File: config.mk
export PLATFORM = sky130hd
export DESIGN_NAME = fetch_unit
export DESIGN_NICKNAME = d
export VERILOG_FILES = /design/src/rtl/fetch_unit.sv
export SDC_FILE = /design/constraint.sdc
export NUM_CORES = 1
export LEC_CHECK = 0
export CORE_UTILIZATION = 50
export DETAILED_ROUTE_END_ITERATION = 10
export GPL_TIMING_DRIVEN = 0
export PLACE_DENSITY = 0.8
export REMOVE_ABC_BUFFERS = 1
export SYNTH_ARGS = -nofsm -noshare
export SYNTH_HDL_FRONTEND = slang
export SYNTH_SLANG_ARGS = --single-unit
export TNS_END_PERCENT = 50
File: constraint.sdc
create_clock -name clk -period 4.7 [get_ports clk]
set_input_delay 0.94 -clock clk [delete_from_list [all_inputs] [get_ports clk]]
set_output_delay 0.94 -clock clk [all_outputs]
set_load 0.02 [all_outputs]
File: src/rtl/fetch_unit.sv
// Instruction fetch stage: sequential PC generation, req/gnt + rvalid memory handshake,
// a 2-entry in-order fetch queue feeding decode, and redirect with stale-response dropping.
module fetch_unit #(
    parameter int                    DATA_WIDTH = 32,
    parameter logic [DATA_WIDTH-1:0] RESET_PC   = 32'h0000_0000,
    parameter logic [DATA_WIDTH-1:0] NOP_INSTR  = 32'h0000_0013
) (
    input  logic                  clk,
    input  logic                  rst_n,
    input  logic                  stall,
    input  logic                  redirect,
    input  logic [DATA_WIDTH-1:0] redirect_pc,
    output logic                  imem_req,
    output logic [DATA_WIDTH-1:0] imem_addr,
    input  logic                  imem_gnt,
    input  logic                  imem_rvalid,
    input  logic [DATA_WIDTH-1:0] imem_rdata,
    output logic                  fetch_valid,
    output logic [DATA_WIDTH-1:0] instruction,
    output logic [DATA_WIDTH-1:0] pc_f,
    output logic [DATA_WIDTH-1:0] pcPlus4_f
);

    localparam logic [1:0]            OCC_FULL   = 2'd2;
    localparam logic [DATA_WIDTH-1:0] PC_STEP    = DATA_WIDTH'(4);
    localparam logic [DATA_WIDTH-1:0] ALIGN_MASK = {{(DATA_WIDTH-2){1'b1}}, 2'b00};

    logic [DATA_WIDTH-1:0]       fetch_pc_q, fetch_pc_d;
    logic [1:0][DATA_WIDTH-1:0]  pc_q, pc_d;
    logic [1:0][DATA_WIDTH-1:0]  instr_q, instr_d;
    logic [1:0]                  filled_q, filled_d;
    logic                        hd_q, hd_d;
    logic [1:0]                  occ_q, occ_d;
    logic [1:0]                  drop_q, drop_d;

    logic                        head_valid_s;
    logic                        pop_s;
    logic                        accept_s;
    logic                        tail_s;
    logic                        fill_hit_s;
    logic                        fill_idx_s;
    logic [1:0]                  unfilled_s;

    assign head_valid_s = (occ_q != 2'd0) && filled_q[hd_q];
    assign pop_s        = head_valid_s && !stall && !redirect;
    assign imem_req     = rst_n && !redirect && (drop_q == 2'd0) && ((occ_q != OCC_FULL) || pop_s);
    assign imem_addr    = fetch_pc_q;
    assign accept_s     = imem_req && imem_gnt;
    // At occ==2 the tail slot is the head slot, which is only reused when it pops this cycle.
    assign tail_s       = hd_q ^ occ_q[0];

    assign fetch_valid  = head_valid_s;
    assign instruction  = head_valid_s ? instr_q[hd_q] : NOP_INSTR;
    assign pc_f         = head_valid_s ? pc_q[hd_q] : {DATA_WIDTH{1'b0}};
    assign pcPlus4_f    = head_valid_s ? (pc_q[hd_q] + PC_STEP) : {DATA_WIDTH{1'b0}};

    // Locate the oldest allocated-but-unfilled entry and count outstanding responses.
    always_comb begin
        fill_hit_s = 1'b0;
        fill_idx_s = hd_q;
        unfilled_s = 2'd0;
        if ((occ_q != 2'd0) && !filled_q[hd_q]) begin
            fill_hit_s = 1'b1;
            fill_idx_s = hd_q;
            unfilled_s = (occ_q == OCC_FULL) ? 2'd2 : 2'd1;
        end else if ((occ_q == OCC_FULL) && !filled_q[~hd_q]) begin
            fill_hit_s = 1'b1;
            fill_idx_s = ~hd_q;
            unfilled_s = 2'd1;
        end else begin
            fill_hit_s = 1'b0;
            fill_idx_s = hd_q;
            unfilled_s = 2'd0;
        end
    end

    // Next-state: redirect flushes everything; otherwise fill, pop and allocate can coincide.
    always_comb begin
        fetch_pc_d = fetch_pc_q;
        pc_d       = pc_q;
        instr_d    = instr_q;
        filled_d   = filled_q;
        hd_d       = hd_q;
        occ_d      = occ_q;
        drop_d     = drop_q;
        if (redirect) begin
            fetch_pc_d = redirect_pc & ALIGN_MASK;
            occ_d      = 2'd0;
            filled_d   = 2'b00;
            // A response landing this cycle is itself one of the stale ones.
            if (drop_q != 2'd0) begin
                drop_d = drop_q - {1'b0, imem_rvalid};
            end else if (imem_rvalid && fill_hit_s) begin
                drop_d = unfilled_s - 2'd1;
            end else begin
                drop_d = unfilled_s;
            end
        end else begin
            if (imem_rvalid) begin
                if (drop_q != 2'd0) begin
                    drop_d = drop_q - 2'd1;
                end else if (fill_hit_s) begin
                    instr_d[fill_idx_s]  = imem_rdata;
                    filled_d[fill_idx_s] = 1'b1;
                end else begin
                    drop_d = drop_q;
                end
            end else begin
                drop_d = drop_q;
            end
            if (pop_s) begin
                hd_d = ~hd_q;
            end else begin
                hd_d = hd_q;
            end
            if (accept_s) begin
                pc_d[tail_s]     = fetch_pc_q;
                filled_d[tail_s] = 1'b0;
                fetch_pc_d       = fetch_pc_q + PC_STEP;
            end else begin
                fetch_pc_d = fetch_pc_q;
            end
            occ_d = occ_q + {1'b0, accept_s} - {1'b0, pop_s};
        end
    end

    // State registers.
    always_ff @(posedge clk or negedge rst_n) begin
        if (!rst_n) begin
            fetch_pc_q <= RESET_PC;
            pc_q       <= {(2*DATA_WIDTH){1'b0}};
            instr_q    <= {(2*DATA_WIDTH){1'b0}};
            filled_q   <= 2'b00;
            hd_q       <= 1'b0;
            occ_q      <= 2'd0;
            drop_q     <= 2'd0;
        end else begin
            fetch_pc_q <= fetch_pc_d;
            pc_q       <= pc_d;
            instr_q    <= instr_d;
            filled_q   <= filled_d;
            hd_q       <= hd_d;
            occ_q      <= occ_d;
            drop_q     <= drop_d;
        end
    end

endmodule

# Yosys cells after proc, flatten, opt, wreduce, memory -nomap -nowiden
# Cells that the tools add are included.
[word_totals]
ff_bits = 167
latchBits = 0
ramBits = 0
romBits = 0
in_bits = 70
wordCells = 100
mem_count = 0
[op_classes]
n_addsub = 7
n_mul = 0
n_div = 0
order_cmp = 6
n_eq_ne = 2
shifts = 0
n_mux = 42
bitwise_logic = 7
reduce_logical = 27
[op_table]
columns = ["operator", "count"]
rows = [
  ["two-way mux 32 bit", 11],
  ["bitwise mux 64 bit", 2],
  ["adder 32 x 3 -> 32 bit (second input constant)", 2],
  ["demux 32 bit (select 1 bit)", 2],
  ["two-way mux 2 bit", 14],
  ["logical AND 1 bit", 12],
  ["two-way mux 1 bit", 11],
  ["nonzero test 2 bit", 5],
  ["less-than comparator 1 x 2 -> 1 bit (second input constant)", 4],
  ["AND reduction 2 bit", 3],
  ["logical NOT 1 bit", 4],
  ["AND reduction 4 bit", 1],
  ["subtractor 2 x 1 -> 2 bit", 2],
  ["subtractor 2 x 1 -> 2 bit (second input constant)", 2],
  ["NOT 1 bit", 3],
  ["adder 2 x 1 -> 2 bit", 1],
  ["bitwise AND 2 bit", 1],
  ["demux 1 bit (select 1 bit)", 2],
  ["equality test 2 bit (second input constant)", 1],
  ["greater-or-equal comparator 1 bit (second input constant)", 2],
  ["logical NOT 2 bit", 1],
  ["!= test 2 bit (second input constant)", 1],
  ["NOT 2 bit", 1],
  ["bitwise OR 2 bit", 1],
  ["other kinds (2)", 2],
]

# Logic depth before layout (Yosys ltp)
# Gate-level depths: netlist of run 1.
[depth]
depth_word = 19
mapped_depth = 13
mapped_depth_nobuf = 11

# Worst setup path after synthesis of run 1
# OpenSTA, ideal clock, no wires.
[synth_timing]
path_type = "reg-to-output"
start = "register hd_q"
end = "output pcPlus4_f[26]"
arrival_time_ps = 2934
required_time_ps = 3760
path_slack_ps = 826
path_stages_with_launch = 12
n_path_buf = 4
cell_sequence = "dfrtp_1 -> buf_6 -> buf_6 -> buf_2 -> buf_1 -> mux2_2 -> ha_1 -> inv_1 -> a211oi_2 -> nand2_2 -> o31a_1 -> nor3_1"
[synth_via]
elab_chain_len = 4
elab_cells_between_ends = 7
classes_between = "add/sub: 1; mux: 5; reduce/logical: 1"
[synth_lines]
columns = ["item", "line_no", "text"]
rows = [
  ["start, declared", "32", "logic hd_q, hd_d;"],
  ["start signal, assigned", "134", "hd_q <= 1'b0;"],
  ["start signal, assigned", "142", "hd_q <= hd_d;"],
  ["two-way mux 32 bit (implied by the code) / two-way mux 1 bit (equally long branches) (2 in series)", "55, 44", ""],
  ["adder 32 x 3 -> 32 bit / logical AND 1 bit (equally long branches)", "55, 44", ""],
  ["two-way mux 32 bit *", "55", "assign pcPlus4_f = head_valid_s ? (pc_q[hd_q] + PC_STEP) : {DATA_WIDTH{1'b0}};"],
  ["end, declared", "21", "output logic [DATA_WIDTH-1:0] pcPlus4_f"],
]
# Every way passes the cells marked *; elsewhere a longest branch is shown, timed or not. The select of a mux whose other input is x is not followed.

# Worst setup path after layout of run 1
[layout_timing]
start = "register hd_q"
end = "output pcPlus4_f[27]"
# Same word-level chain as after synthesis.

==> results of run 1 <==
==> power by group <==
group / leakage (nW) / switching (mW) / internal, mW
Clock: 0.290 / 0.546 / 0.916
Sequential: 2.11 / 0.334 / 1.78
Combinational: 2.46 / 0.507 / 0.616
Total: 4.86 / 1.39 / 3.31
==> cell usage after synthesis (2+ instances only) <==
cell type	n	share of area [%]
buf_1	9	0.38
a21oi_1	9	0.51
buf_6	2	0.25
a211o_1	2	0.20
buf_2	19	1.1
nand3_1	27	1.5
and2_1	8	0.57
clkbuf_1	22	0.93
nand2_1	58	2.5
and3_1	9	0.64
o21ai_0	15	0.85
o311ai_0	5	0.49
inv_1	14	0.59
nor2_1	86	3.6
nor3_1	25	1.4
xor2_1	5	0.49
a41oi_1	2	0.20
or4_1	6	0.51
dfrtp_1	161	46
buf_4	6	0.51
ha_1	6	0.85
o31a_1	7	0.69
mux2_2	128	16
a21o_1	8	0.68
nor3b_1	4	0.34
nand3b_1	5	0.42
nor4_2	2	0.28
nand4_1	18	1.3
a31oi_1	15	1.1
a31o_2	2	0.20
xnor2_1	13	1.3
nand4b_1	3	0.30
a221o_1	15	1.7
o211ai_1	4	0.34
nor4_1	11	0.78
nand2b_1	3	0.21
o31ai_1	4	0.34
nor2b_1	7	0.49
mux2i_1	63	7.1
a22oi_1	4	0.34
==> how the worst max path moves through the flow <==
stage	slack, ns	cells after the start	to
global placement	-7.35	7	pc_q[61]
finish	0.13	6	pcPlus4_f[27]
detailed placement	-0.17	6	pcPlus4_f[27]
global route	-0.004	6	instruction[4]
floorplan	-2.65	4	pcPlus4_f[3]
CTS	0.1	6	pcPlus4_f[3]
==> timing repair <==
item                                    4_1_cts  5_1_grt
buffers inserted                              4        1
pin swaps                                     1        2
gates cloned                                  0        0
resized for setup                             3        0
endpoints found under the setup margin       24       16
==> per-layer routing <==
layer	up-vias	part of all wire, %	global-route usage [%]
li1	3389	-	-
met1	3579	41	31.5
met2	278	48	43.1
met3	46	8.0	7.85
met4	2	2.6	10.2
met5	-	0.048	0
==> flip-flops by register name, summed over array words and instances, names as in the netlist <==
signal / cells
instr_q: 64
pc_q: 60
imem_addr: 30
drop_q: 2
filled_q: 2
occ_q: 2
hd_q: 1
==> through the flow <==
step / setup slack, ns / hold slack, ns / cells / area [sq um] / TNS (ns)
final: 0.130 / 0.468 / 1246 / 11800 / 0
after floorplan: -2.65 / 0.480 / 782 / 8590 / -281.47
after detailed placement: -0.170 / 0.494 / 1209 / 11100 / -2.04
after CTS: 0.0958 / 0.498 / 1245 / 11700 / 0
after global routing: -0.00394 / 0.511 / 1246 / 11800 / -0.00445
after global placement: -7.35 / 0.488 / 1198 / 10800 / -1780.94
==> cell families after synthesis <==
group / share of synthesized area, %
and+or+nand+nor: 15.9
buffers and inverters: 3.79
adders and majority gates: 0.848
AOI/OAI and AO/OA: 8.75
DFF: 45.5
xor gates and xnor gates: 1.78
other: 0.0424
muxes: 23.4
==> layout make-up <==
| type | instances | share of cell area [%] |
|---|---|---|
| Tap cell | 225 | 2.40 |
| Clock inverter | 9 | 1.32 |
| Multi-Input combinational cell | 606 | 38.8 |
| Sequential cell | 161 | 34.3 |
| Timing Repair Buffer | 207 | 18.8 |
| Inverter | 15 | 0.479 |
| Clock buffer | 23 | 3.98 |
==> layout by cell type (no fill, tap or decap), types with 9 or more instances in the layout <==
cell type / instances
nor4_1: 11
nor2_1: 85
dfrtp_1: 160
xnor2_1: 13
a21oi_1: 9
clkbuf_16: 17
nand2_1: 58
inv_1: 14
a221o_1: 15
nand4_1: 18
o21ai_0: 15
mux2i_1: 63
clkdlybuf4s50_1: 189
a31oi_1: 15
nand3_1: 26
nor3_1: 24
mux2_2: 128
==> flow_metrics.env, run 1 <==
export IMPL_status="completed"
export IMPL_syn_area_sq_um=8850
export IMPL_grt_pass1_wl_microns=36500
export IMPL_worst_pin_slew_ns=0.926
export IMPL_wirelength_microns=22900
export IMPL_clock_root_buffer="clkbuf_16"
export IMPL_leakage_nw=4.86
export IMPL_hold_viol_final=0
export IMPL_r2r_start="hd_q"
export IMPL_drive_gt1_share_pct=19.0
export IMPL_ff2ff_setup_slack_ns=0.68
export IMPL_io_pins=200
export IMPL_numCtsBuffers=17
export IMPL_path_cells="nand2b_1, o22ai_1, nand4_1, or4_1, and3_1, clkdlybuf4s50_1"
export IMPL_required_ns=3.76
export IMPL_cp_top_family="simple AND/OR/NAND/NOR gates"
export IMPL_hp_class="input port to asynchronous set/reset pin"
export IMPL_seq_area_sq_um=4030
export IMPL_synth_warnings=0
export IMPL_clk_latency_ns=0.43
export IMPL_worstPathArrival_ns=3.63
export IMPL_grt_pass1_vias=7111
export IMPL_core_area_sq_um=17300
export IMPL_slowest_stage="or4_1"
export IMPL_netlist_instances=835
export IMPL_maxCapViolCount=0
export IMPL_hpwl_microns=15700
export IMPL_htree_levels=4
export IMPL_antenna_found_initial=1
export IMPL_crit_buf_inv=1
export IMPL_fillerInstances=1327
export IMPL_portBuffers=191
export IMPL_start_util_pct=51.2
export IMPL_grtUsageTotal_pct=25.9
export IMPL_fin_crit_sh_pct=97.2
export IMPL_cts_hold_buf=0
export IMPL_rsz0062_at_grt="true"
export IMPL_crit_path_end_kind="output port"
export IMPL_synth_edf_count=0
export IMPL_relSlewSlack_pct=38.3
export IMPL_final_nets=1084
export IMPL_ys_seq_area_share_pct=45.5
export IMPL_reg2regPathDepth=8
export IMPL_synthArstFlopShare_pct=100
export IMPL_critPathKind="register to output port"
export IMPL_area_growth_pct=32.8
export IMPL_first_iter_violations=345
export IMPL_power_density_nw_per_um2=399
export IMPL_skew_ns=0.00683
export IMPL_ir_drop_v=0.000234
export IMPL_routedWlPerCell_microns=18.4
export IMPL_vias=7294
export IMPL_max_stage_delay_ns=0.69
export IMPL_final_core_util_pct=68.0
export IMPL_n_antenna_cell=0
export IMPL_drc=0
export IMPL_first_pass_iters=5
export IMPL_max_freq_ghz=0.219
export IMPL_dieWidth_microns=135
export IMPL_grt_max_degree=88
export IMPL_ant_nets=0
export IMPL_setup_viol=0
export IMPL_path_clk_slew_ns=0.06
export IMPL_grt_overflow_total=0
export IMPL_r2r_end="pc_q[53]"
export IMPL_ys_types=63
export IMPL_ys_ff_latch=161
export IMPL_period_needed_ns=4.57
export IMPL_cts_tree="done"
export IMPL_startpoint="hd_q"
export IMPL_finalWeightedCongestion=0.801
export IMPL_die_h_microns=135
export IMPL_die_area_sq_um=18200
export IMPL_viasPerCell=5.85
export IMPL_rows=48
export IMPL_synth_ff_type="dfrtp_1"
export IMPL_crit_path_max_fanout=29
export IMPL_startpoint_type="register"
export IMPL_drv_slew=0
export IMPL_synth_area_per_cell_sq_um=10.6
export IMPL_total_power_mw=4.70
export IMPL_multi_input_area_sq_um=4560
export IMPL_cts_buffer_depth=2
export IMPL_cts_sinks=161
Note: power is estimated with default switching activity, not from simulation.
==> run 2: changes to the inputs <==
Settings changed: ABC_CLOCK_PERIOD_IN_PS set to 4700.
==> results of run 2 <==
No change in the layout: final DEF, timing and power equal those of run 1.
==> run 3: changes to the inputs <==
Settings changed: ABC_CLOCK_PERIOD_IN_PS 4700 to 4900, SETUP_SLACK_MARGIN set to 0.15.
Clock period 4.7 ns to 4.9 ns, I/O delays scaled along.
==> flow_metrics.env, run 3 (synthesis results as in run 1) <==
export IMPL_maxCapViolCount=0
export IMPL_status="completed"
export IMPL_hp_class="register to register"
export IMPL_drv_slew=0
export IMPL_ir_drop_v=0.000225
export IMPL_grt_use_met2_pct=43.1
export IMPL_hold_viol_final=0
export IMPL_grtUsageMet1_pct=31.5
export IMPL_dp_cells=1209
export IMPL_start_util_pct=51.2
export IMPL_reg2regPathDepth=8
export IMPL_hold_path_end="instr_q[36]"
export IMPL_clk_latency_ns=0.43
export IMPL_viasPerCell=5.87
export IMPL_layout_common_cells="clkdlybuf4s50_1, dfrtp_1, mux2_2"
export IMPL_crit_path_end_kind="output port"
export IMPL_leakage_nw=4.86
export IMPL_clock_root_buffer="clkbuf_16"
export IMPL_drc=0
export IMPL_routedWlPerCell_microns=18.4
export IMPL_finalWeightedCongestion=0.801
export IMPL_max_freq_ghz=0.216
export IMPL_r2r_start="hd_q"
export IMPL_die_h_microns=135
export IMPL_cts_sinks=161
export IMPL_numCtsBuffers=17
export IMPL_instances_no_fill=1246
export IMPL_die_area_sq_um=18200
export IMPL_worst_pin_slew_ns=0.920
export IMPL_final_nets=1084
export IMPL_relSlewSlack_pct=38.7
export IMPL_grt_use_met3_pct=7.85
export IMPL_min_from="instr_q[36]"
export IMPL_grt_overflow_total=0
export IMPL_ff2ff_setup_slack_ns=0.89
export IMPL_busiest_layer="met2"
export IMPL_ant_nets=0
export IMPL_startpoint_type="register"
export IMPL_first_iter_violations=333
export IMPL_cts_buffer_depth=2
export IMPL_setup_viol=0
export IMPL_power_density_nw_per_um2=383
export IMPL_antenna_found_initial=1
export IMPL_hold_path_depth=1
export IMPL_skew_ns=0.00709
export IMPL_area_growth_pct=32.8
export IMPL_first_pass_iters=4
export IMPL_largest_register="instr_q"
export IMPL_rsz0062_at_grt="true"
export IMPL_core_area_sq_um=17300
export IMPL_holdWs_ns=0.504
export IMPL_grt_max_degree=88
export IMPL_dieWidth_microns=135
export IMPL_htree_levels=4
export IMPL_fin_crit_sh_pct=94.6
export IMPL_crit_path_max_fanout=29
export IMPL_cts_tree="done"
export IMPL_grt_pass1_vias=7111
export IMPL_path_clk_slew_ns=0.06
export IMPL_rows=48
export IMPL_io_pins=200
export IMPL_largest_reg_flops=64
export IMPL_hpwl_microns=15700
export IMPL_fillerInstances=1327
export IMPL_layout_commonest_cell="clkdlybuf4s50_1"
export IMPL_grt_pass1_wl_microns=36500
export IMPL_period_needed_ns=4.64
export IMPL_drive_gt1_share_pct=19.0
export IMPL_portBuffers=191
export IMPL_critPathKind="register to output port"
export IMPL_vias=7309
export IMPL_worstPathArrival_ns=3.66
export IMPL_n_antenna_cell=0
export IMPL_final_core_util_pct=68.0
export IMPL_grtUsageTotal_pct=25.9
export IMPL_cts_hold_buf=0
export IMPL_required_ns=3.92
export IMPL_r2r_end="pc_q[53]"
export IMPL_wirelength_microns=23000
run 3: cell counts in the layout (fill, tap and decap cells not counted):
Identical to the previous run, type by type.
run 3: area by class of cell:
class / instances / area (sq um) / area share (%)
Clock buffer: 23 / 468 / 3.98
Timing Repair Buffer: 207 / 2200 / 18.8
Tap cell: 225 / 282 / 2.40
Multi-Input combinational cell: 606 / 4560 / 38.8
Sequential cell: 161 / 4030 / 34.3
Inverter: 15 / 56.3 / 0.479
Clock inverter: 9 / 155 / 1.32
run 3: worst max-delay path: stages (launching register included):
cell	delay (ns)
dfrtp_4	0.65
nand2b_1	0.23
o22ai_1	0.28
nand4_1	0.64
or4_1	0.69
and3_1	0.17
clkdlybuf4s50_1	0.54
run 3: worst max-delay path by stage:
stage                     start       endpoint  slack (ns)  cells past startpoint
after floorplan            hd_q   pcPlus4_f[3]       -2.49                      4
after global placement    rst_n       pc_q[61]       -7.19                      7
after detailed placement   hd_q  pcPlus4_f[27]       -0.01                      6
after CTS                  hd_q   pcPlus4_f[3]        0.26                      6
after global routing       hd_q  pcPlus4_f[27]        0.14                      6
final                      hd_q  pcPlus4_f[27]        0.26                      6
run 3: power by group:
| part | leakage, nW | total (mW) | switching [mW] | internal (mW) |
|---|---|---|---|---|
| registers | 2.11 | 2.02 | 0.320 | 1.70 |
| clock network | 0.290 | 1.41 | 0.527 | 0.879 |
| logic | 2.46 | 1.08 | 0.486 | 0.591 |
| total | 4.86 | 4.51 | 1.33 | 3.17 |
run 3: metrics by stage:
| stage | setup TNS, ns | worst slack (ns) | total power [mW] | area (sq um) |
|---|---|---|---|---|
| 5_1_grt | 0 | 0.137 | 4.74 | 11800 |
| 2_1_floorplan | -240.53 | -2.49 | 2.73 | 8590 |
| 3_3_place_gp | -1712.13 | -7.19 | 3.04 | 10800 |
| 3_5_place_dp | -0.0102 | -0.0102 | 3.11 | 11100 |
| 4_1_cts | 0 | 0.256 | 4.53 | 11700 |
| 6_report | 0 | 0.262 | 4.51 | 11800 |
run 3: timing repair:
item,in CTS,in global routing
gates resized for setup,3,0
buffers inserted,4,1
pin swaps,1,1
setup endpoints to repair,23,15
run 3: metal layers:
metal  routed length [microns]  vias to the layer above
met5                        11                        -
met4                       592                        2
met3                      1940                       47
met2                     11000                      300
met1                      9380                     3571
li1                          -                     3389
